`config.mk`:
```
export PLATFORM = sky130hd
export DESIGN_NAME = regaddr_hazard_scanner
export DESIGN_NICKNAME = d
export VERILOG_FILES = /design/src/rtl/regaddr_hazard_pkg.sv /design/src/rtl/regaddr_hazard_scanner_comparator.sv /design/src/rtl/regaddr_hazard_scanner.sv
export SDC_FILE = /design/constraint.sdc
export NUM_CORES = 1
export LEC_CHECK = 0
export BUFFER_PORTS_ARGS = -buffer_cell sky130_fd_sc_hd__buf_2
export CELL_PAD_IN_SITES_DETAIL_PLACEMENT = 0
export CELL_PAD_IN_SITES_GLOBAL_PLACEMENT = 1
export CORE_MARGIN = 2
export CORE_UTILIZATION = 45
export DETAILED_ROUTE_END_ITERATION = 12
export PLACE_DENSITY = 0.87
export SLEW_MARGIN = 10
export SYNTH_ARGS = -nofsm -noshare
export SYNTH_HDL_FRONTEND = slang
export SYNTH_SLANG_ARGS = --single-unit
```
`constraint.sdc`:
```
create_clock -name clk_i -period 2.6 [get_ports clk_i]
set_input_delay 0.26 -clock clk_i [delete_from_list [all_inputs] [get_ports clk_i]]
set_output_delay 0.26 -clock clk_i [all_outputs]
set_load 0.01 [all_outputs]
```
`src/rtl/regaddr_hazard_pkg.sv`:
```
// Shared types and constants for the register-address hazard scanner.
package regaddr_hazard_pkg;

  localparam int unsigned REG_ADDR_W = 5;
  localparam logic [REG_ADDR_W-1:0] REG_X0 = '0;

  typedef enum logic [1:0] {
    IDLE,
    SCAN,
    RESP
  } scan_state_e;

endpackage

```
`src/rtl/regaddr_hazard_scanner_comparator.sv`:
```
// Single 5-bit register-address equality comparator, shared across table slots.
module comparator
  import regaddr_hazard_pkg::*;
(
  input  logic [REG_ADDR_W-1:0] a_i,
  input  logic [REG_ADDR_W-1:0] b_i,
  output logic                  eq_o
);

  assign eq_o = (a_i == b_i);

endmodule

```
`src/rtl/regaddr_hazard_scanner.sv`:
```
// Valid-tagged table of in-flight destination registers; hazard lookups walk the
// table one slot per cycle through a single shared comparator.
module regaddr_hazard_scanner
  import regaddr_hazard_pkg::*;
#(
  parameter int unsigned DEPTH = 4,
  parameter int unsigned IDXW  = $clog2(DEPTH)
) (
  input  logic                  clk_i,
  input  logic                  rst_ni,

  input  logic                  alloc_valid_i,
  output logic                  alloc_ready_o,
  input  logic [REG_ADDR_W-1:0] alloc_addr_i,
  output logic [IDXW-1:0]       alloc_idx_o,

  input  logic                  release_valid_i,
  input  logic [IDXW-1:0]       release_idx_i,

  input  logic                  req_valid_i,
  output logic                  req_ready_o,
  input  logic [REG_ADDR_W-1:0] req_addr_i,

  output logic                  rsp_valid_o,
  input  logic                  rsp_ready_i,
  output logic                  rsp_hit_o,
  output logic [IDXW-1:0]       rsp_idx_o,

  output logic                  busy_o
);

  scan_state_e           state_q, state_d;
  logic [IDXW-1:0]       ptr_q, ptr_d;
  logic [IDXW-1:0]       idx_q, idx_d;
  logic                  hit_q, hit_d;
  logic [REG_ADDR_W-1:0] addr_q, addr_d;
  logic [DEPTH-1:0]      valid_q, valid_d;
  logic [REG_ADDR_W-1:0] tab_q [DEPTH];

  logic [IDXW-1:0]       free_idx;
  logic                  any_free;
  logic                  alloc_fire;
  logic                  rel_at_ptr;
  logic                  eff_valid;
  logic                  cmp_eq;

  // Lowest free slot, taken from the table state before this cycle's release.
  always_comb begin
    free_idx = '0;
    for (int i = int'(DEPTH) - 1; i >= 0; i--) begin
      if (!valid_q[i]) begin
        free_idx = IDXW'(i);
      end
    end
  end

  assign any_free      = ~&valid_q;
  assign alloc_ready_o = any_free && (state_q == IDLE);
  assign alloc_idx_o   = free_idx;
  assign alloc_fire    = alloc_valid_i && alloc_ready_o;

  // A release landing on the slot under examination masks it this same cycle.
  assign rel_at_ptr = release_valid_i && (release_idx_i == ptr_q);
  assign eff_valid  = valid_q[ptr_q] && !rel_at_ptr;

  comparator u_cmp (
    .a_i  (addr_q),
    .b_i  (tab_q[ptr_q]),
    .eq_o (cmp_eq)
  );

  always_comb begin
    state_d     = state_q;
    ptr_d       = ptr_q;
    idx_d       = idx_q;
    hit_d       = hit_q;
    addr_d      = addr_q;
    req_ready_o = 1'b0;
    unique case (state_q)
      IDLE: begin
        req_ready_o = 1'b1;
        if (req_valid_i) begin
          addr_d = req_addr_i;
          if ((req_addr_i == REG_X0) || (valid_q == '0)) begin
            hit_d   = 1'b0;
            idx_d   = '0;
            state_d = RESP;
          end else begin
            ptr_d   = '0;
            state_d = SCAN;
          end
        end
      end
      SCAN: begin
        if (eff_valid && cmp_eq) begin
          hit_d   = 1'b1;
          idx_d   = ptr_q;
          state_d = RESP;
        end else if (ptr_q == IDXW'(DEPTH - 1)) begin
          hit_d   = 1'b0;
          idx_d   = '0;
          state_d = RESP;
        end else begin
          ptr_d = ptr_q + IDXW'(1);
        end
      end
      RESP: begin
        if (rsp_ready_i) begin
          state_d = IDLE;
        end
      end
      default: state_d = IDLE;
    endcase
  end

  // Release clears first so an alloc into a just-freed index is never undone.
  always_comb begin
    valid_d = valid_q;
    if (release_valid_i) begin
      valid_d[release_idx_i] = 1'b0;
    end
    if (alloc_fire) begin
      valid_d[free_idx] = 1'b1;
    end
  end

  always_ff @(posedge clk_i or negedge rst_ni) begin
    if (!rst_ni) begin
      state_q <= IDLE;
      ptr_q   <= '0;
      idx_q   <= '0;
      hit_q   <= 1'b0;
      addr_q  <= '0;
      valid_q <= '0;
    end else begin
      state_q <= state_d;
      ptr_q   <= ptr_d;
      idx_q   <= idx_d;
      hit_q   <= hit_d;
      addr_q  <= addr_d;
      valid_q <= valid_d;
    end
  end

  // Address payload needs no reset; it is only read behind a valid bit.
  always_ff @(posedge clk_i) begin
    if (alloc_fire) begin
      tab_q[free_idx] <= alloc_addr_i;
    end
  end

  assign rsp_valid_o = (state_q == RESP);
  assign rsp_hit_o   = hit_q;
  assign rsp_idx_o   = idx_q;
  assign busy_o      = (state_q != IDLE);

endmodule

```
## Word-level counts from Yosys, hierarchy flattened

Memories as Yosys holds them, arrays and structs flattened.
Cells that the tools add are included.

- Flip-flop bits (word level): 16
- Memory bits (writable): 20
- Bits of input ports: 18
- Output and inout bits: 9
- Logic and storage cells: 84
- Memories kept: 1

- $add $sub $neg: 1
- Magnitude comparators: 5
- Equality and inequality tests: 12
- Multiplexer cells: 36
- Bitwise logic cells: 3
- Reduce and logical (&&, ||, !) cells: 20

Memory list:

| memory | depth | bits a word | rd ports | clocked after Yosys merged registers in | write ports | line | RTL |
|---|---|---|---|---|---|---|---|
| tab_q | 4 | 5 | 1 | 0 | 1 | regaddr_hazard_scanner.sv:38 | `logic [REG_ADDR_W-1:0] tab_q [DEPTH];` |

Operators with widths:

| kind | count |
|---|---|
| 2-bit two-way mux | 17 |
| 1-bit two-way mux | 10 |
| 2-bit by 3-bit less-than comparator with 1-bit output, second input constant | 3 |
| 4-bit two-way mux | 2 |
| 2-bit != test, second input constant | 4 |
| 2-bit case mux with 2 select lines | 2 |
| 4-bit AND reduction | 2 |
| 1-bit logical AND | 7 |
| 2-bit case mux with 3 select lines | 1 |
| 5-bit equality test | 1 |
| 5-bit logical NOT | 1 |
| 5-bit AND reduction | 1 |
| 4-bit bitwise AND | 1 |
| 1-bit demux with 2-bit select | 2 |
| 2-bit equality test, second input constant | 2 |
| 2-bit by 1-bit greater-or-equal comparator with 1-bit output, second input constant | 2 |
| 4-bit logical NOT | 1 |
| 2-bit by 1-bit != test with 1-bit output, second input constant | 2 |
| 4-bit NOT | 1 |
| 4-bit OR | 1 |
| 2-bit nonzero test | 2 |
| 3-bit != test, second input constant | 1 |
| 3-bit AND reduction | 1 |
| 2-bit by 1-bit adder with 2-bit output, second input constant | 1 |
| 8 further kinds | 9 |

## Longest topological paths before layout

- Depth in word-level cells: 10
- Mapped depth: 6
- Gate-level depth less buffers: 5

## Modules after synthesis

From an unflattened synthesis, not the netlist that was laid out.

- Cell total of the unflattened synthesis: 119
- Area, all modules: 1697.9 um^2

Modules (own cells, without submodules):

| module | times used | cells an instance | area each (um^2) |
|---|---|---|---|
| regaddr_hazard_scanner | 1 | 112 | 1639.1 |
| comparator | 1 | 7 | 58.8 |

## Worst setup path after synthesis

No wires, ideal clock.

- Kind: flip-flop to flip-flop
- From: register ptr_q[0]
- To: register ptr_q[1]
- Library setup time: 0.122 ns
- Arrival time: 1.790 ns
- Data required time: 2.478 ns
- Path slack: 0.689 ns
- Cell stages (with the launch flop): 7
- Path through: dfrtp_1 buf_6 mux4_2 xnor2_2 nand4_2 or2_4 a32o_1

- Longest elaborated chain between the ends: 7
- Elaborated cells on any way between the ends: 17
- Those cells by class: add/sub (1); eq/ne (5); mux (5); reduce/logical (5); memory (1)

Ends and longest elaborated chain:

| element | line | RTL |
|---|---|---|
| start: declaration | regaddr_hazard_scanner.sv:33 | `logic [IDXW-1:0] ptr_q, ptr_d;` |
| start signal: assignment | regaddr_hazard_scanner.sv:137 | `ptr_q <= ptr_d;` |
| parallel branches: the longest is 7 deep, another holds memory 4 x 5 bit | - |  |

Parallel ways; which one is timed is not known. The select of a mux whose other input is x is not followed.
A chain may end at the register's enable or synchronous reset.

## Worst setup path in the final report

Ends and elaborated chain as after synthesis.

==> metrics.md <==
| Metric | Value |
|---|---|
| Area Growth Syn to Fin | `16.83%` |
| Status | `complete, no violations` |
| Synth async-reset ratio | `44.44%` |
| Maximum vdd ir drop | `around 0.00041 V` |
| Tmin final | `roughly 2.2 ns` |
| CTS H-tree depth | `2` |
| Ports | `27` |
| Die X | `approximately 65 um` |
| Critical Path RT | `2.79 ns` |
| CTS tree | `done` |
| Hpwl dp | `2272 um` |
| Worst Max-Slew Pin Slew | `~0.65 ns` |
| Clock Latency Late Sink | `0.30 ns` |
| Antenna violations before repair | `0` |
| Max Cap Viol | `0` |
| Remaining antenna violation count | `0` |
| Yosys top cell area share | `between 30% and 40%` |
| Avg Cell Area, Syn | `about 14 sq um` |
| CTS Buf Count | `5` |
| Dpl cell area | `0.001839 sq mm` |
| Finished Cell Area | `0.001937 sq mm` |
| Clock Path Buffers | `2` |
| Period utilisation layout | `84.57%` |
| Crit start category | `flop` |
| CTS Sinks | `36` |
| Worst hold path class | `input pin to flop` |
| Switching share of power | `35.33%` |
| NumNets Final | `168` |
| R2R Setup Slk | `around 0.4 ns` |
| Gpl congestion | `a little over 0.8` |
| Hold slack | `0.1809 ns` |
| Clock power frac | `19.5%` |
| Fillers | `approximately 320` |
| Pins over their slew limit | `0` |
| CP Capture Type | `flop` |
| Critical path arrival | `2.39 ns` |
| RSZ-0062 raised after global routing | `false` |
| Power share of the combinational group | `between 30% and 40%` |
| Fin. Hold Viols | `0` |
| Layout Skew | `between 0.006 and 0.007 ns` |
| GRT Total Usage | `between 15 and 20%` |
| Clk slew on worst S/H paths | `0.08 ns` |
| Initial Utilization | `between 40 and 50%` |
| Synth area leaders | `edfxtp_1, dfrtp_1, mux4_1` |
| Internal | `approximately 1300 uW` |
| Sequential power share | `around 45%` |
| Synth Instances | `approximately 120` |
| Post-route setup TNS | `0 ns` |
| Fin util | `about 54%` |
| Post-synthesis sequential area ratio | `between 60% and 70%` |
| Core outline area | `between 0.003 and 0.004 sq mm` |
| Vias per cell | `roughly 5.3` |
| Post-CTS sizing | `0` |
| Via count | `~1100` |
| Leak | `approximately 0.0008 uW` |
| Smallest setup slack after layout | `between 0.4 and 0.5 ns` |
| Power Density | `1052 mW/mm^2` |
| Number of global-route vias before repair | `approximately 1100` |
| Relative slew slack | `a little under three fifths` |
| Row count | `22` |
| Ys Warns | `0` |
| CTS root buf | `clkbuf_8` |
| Switching pwr | `just over 700 uW` |
| Grt total ovfl | `0` |
| Post-synth EDFFs | `20` |
| Routed len/inst | `15.73 um` |
| First-pass GRT wire length | `5250 um` |
| Cell taking the most area after synthesis | `edfxtp_1` |
| Fmax | `~0.45 GHz` |
| DR pass1 iterations | `4` |
| DRT iter0 DRCs | `46` |
| Post-synth cell types | `37` |
| Die area | `0.004185 sq mm` |
| Post-route DRC | `0` |
| Number of diodes | `0` |
| Crit path kind | `flop to flop` |
| DRT Wirelength | `3115 um` |
| Syn Nets | `between 100 and 150` |
| Mapped cell area | `~0.0017 sq mm` |
| Seq cells post-synth | `36` |
| Port bufs | `26` |
| # setup viols final | `0` |
| DIE HEIGHT | `roughly 65 um` |
| Share of cells above drive strength 1 | `33.33%` |
| Synth Flop Type | `edfxtp_1` |
| Largest net degree at the start of global routing | `17` |
| Pre-CTS setup slack | `0.3991 ns` |
| Worst-path fanout max | `11` |
## placed cells by master (no fill, tap or decap), types with 3 or more instances in the layout
cell       n
nand2_1    9
buf_2     26
o21ai_0    7
xnor2_2    3
inv_1      5
mux4_1     3
mux2_2     5
nor2_1     7
mux4_2     3
edfxtp_1  20
clkbuf_8   5
dfrtp_1   16
## routing by layer
layer	vias to the layer above	global-route usage [%]	part of all wire [%]
li1	509	-	-
met1	509	21.84	44
met2	25	26.30	49
met3	10	5.556	4.1
met4	0	9.574	3.1
met5	-	0	0
## synth_stat cells, drive strengths merged (2+ instances only)
library cell / count
a21boi: 2
and2: 2
inv: 5
mux4: 6
nor3: 2
o31ai: 2
xnor2: 5
nand2b: 2
dfrtp: 16
nand3: 2
o21ai: 8
nor2: 7
a21o: 2
or4: 2
edfxtp: 20
o22ai: 2
buf: 2
mux2: 5
nand2: 9
xor2: 2
or2: 2
## critical path: stages, from the launching register on
cell and delay [ns]:
dfrtp_1 0.66, mux4_2 0.60, xnor2_2 0.15, nand4_2 0.17, or2_4 0.30, a32o_1 0.21
## flip-flops by register name, summed over array words and instances, names as in the netlist
name,count
tab_q,20
valid_q,4
rsp_idx_o,2
ptr_q,2
state_q,2
rsp_hit_o,1
addr_q,5
## what timing repair did
item / in CTS / in global routing
setup buffers: 0 / 0
setup endpoints to repair: 0 / 0
hold buffers: 1 / 0
hold endpoints to repair: 16 / 0
## cells by family after synthesis
group,after synthesis,synth area share [%]
AOI/OAI and AO/OA,23,9.660
xor gates and xnor gates,7,5.057
adders and majority gates,1,0.7546
buffers and inverters,7,2.113
DFF,36,60.38
muxes,11,12.23
and+or+nand+nor,31,9.812
## path summary, 6_finish.rpt
| check | cells past startpoint | end | startpoint |
|---|---|---|---|
| worst max-delay path | 5 | ptr_q[1] | ptr_q[0] |
| worst min register to register | 2 | rsp_hit_o | rsp_hit_o |
| worst min-delay path | 1 | tab_q[3][0] | alloc_addr_i[0] |
| worst max register to register | 5 | ptr_q[1] | ptr_q[0] |
| min in group asynchronous | 2 | ptr_q[0] | rst_ni |
| max in group asynchronous | 2 | rsp_hit_o | rst_ni |
## power groups by stage
stage               sequential (uW)  clock (uW)  combinational [uW]
finish                          909         398                 731
global route                    935         439                 808
CTS                             909         406                 740
detailed placement              923           0                 736
global placement                912           0                 713
floorplan                       843           0                 615
## through the flow
| step | instances | total power, uW |
|---|---|---|
| 3_3_place_gp | 189 | 1625 |
| 5_1_grt | 198 | 2183 |
| 2_1_floorplan | 116 | 1458 |
| 3_5_place_dp | 189 | 1659 |
| 6_report | 198 | 2037 |
| 4_1_cts | 198 | 2056 |
## cell type report
cell class	count	area, sq um	area share (%)
flip-flops and latches	36	1001	51.68
multi-input cells	73	621.8	32.11
repair buffers	28	147.6	7.623
clock buffers	5	68.82	3.553
well taps	48	60.06	3.101
clock inverters	3	18.77	0.9690
inverters	5	18.77	0.9690
Power figures use the tool's default switching activity.
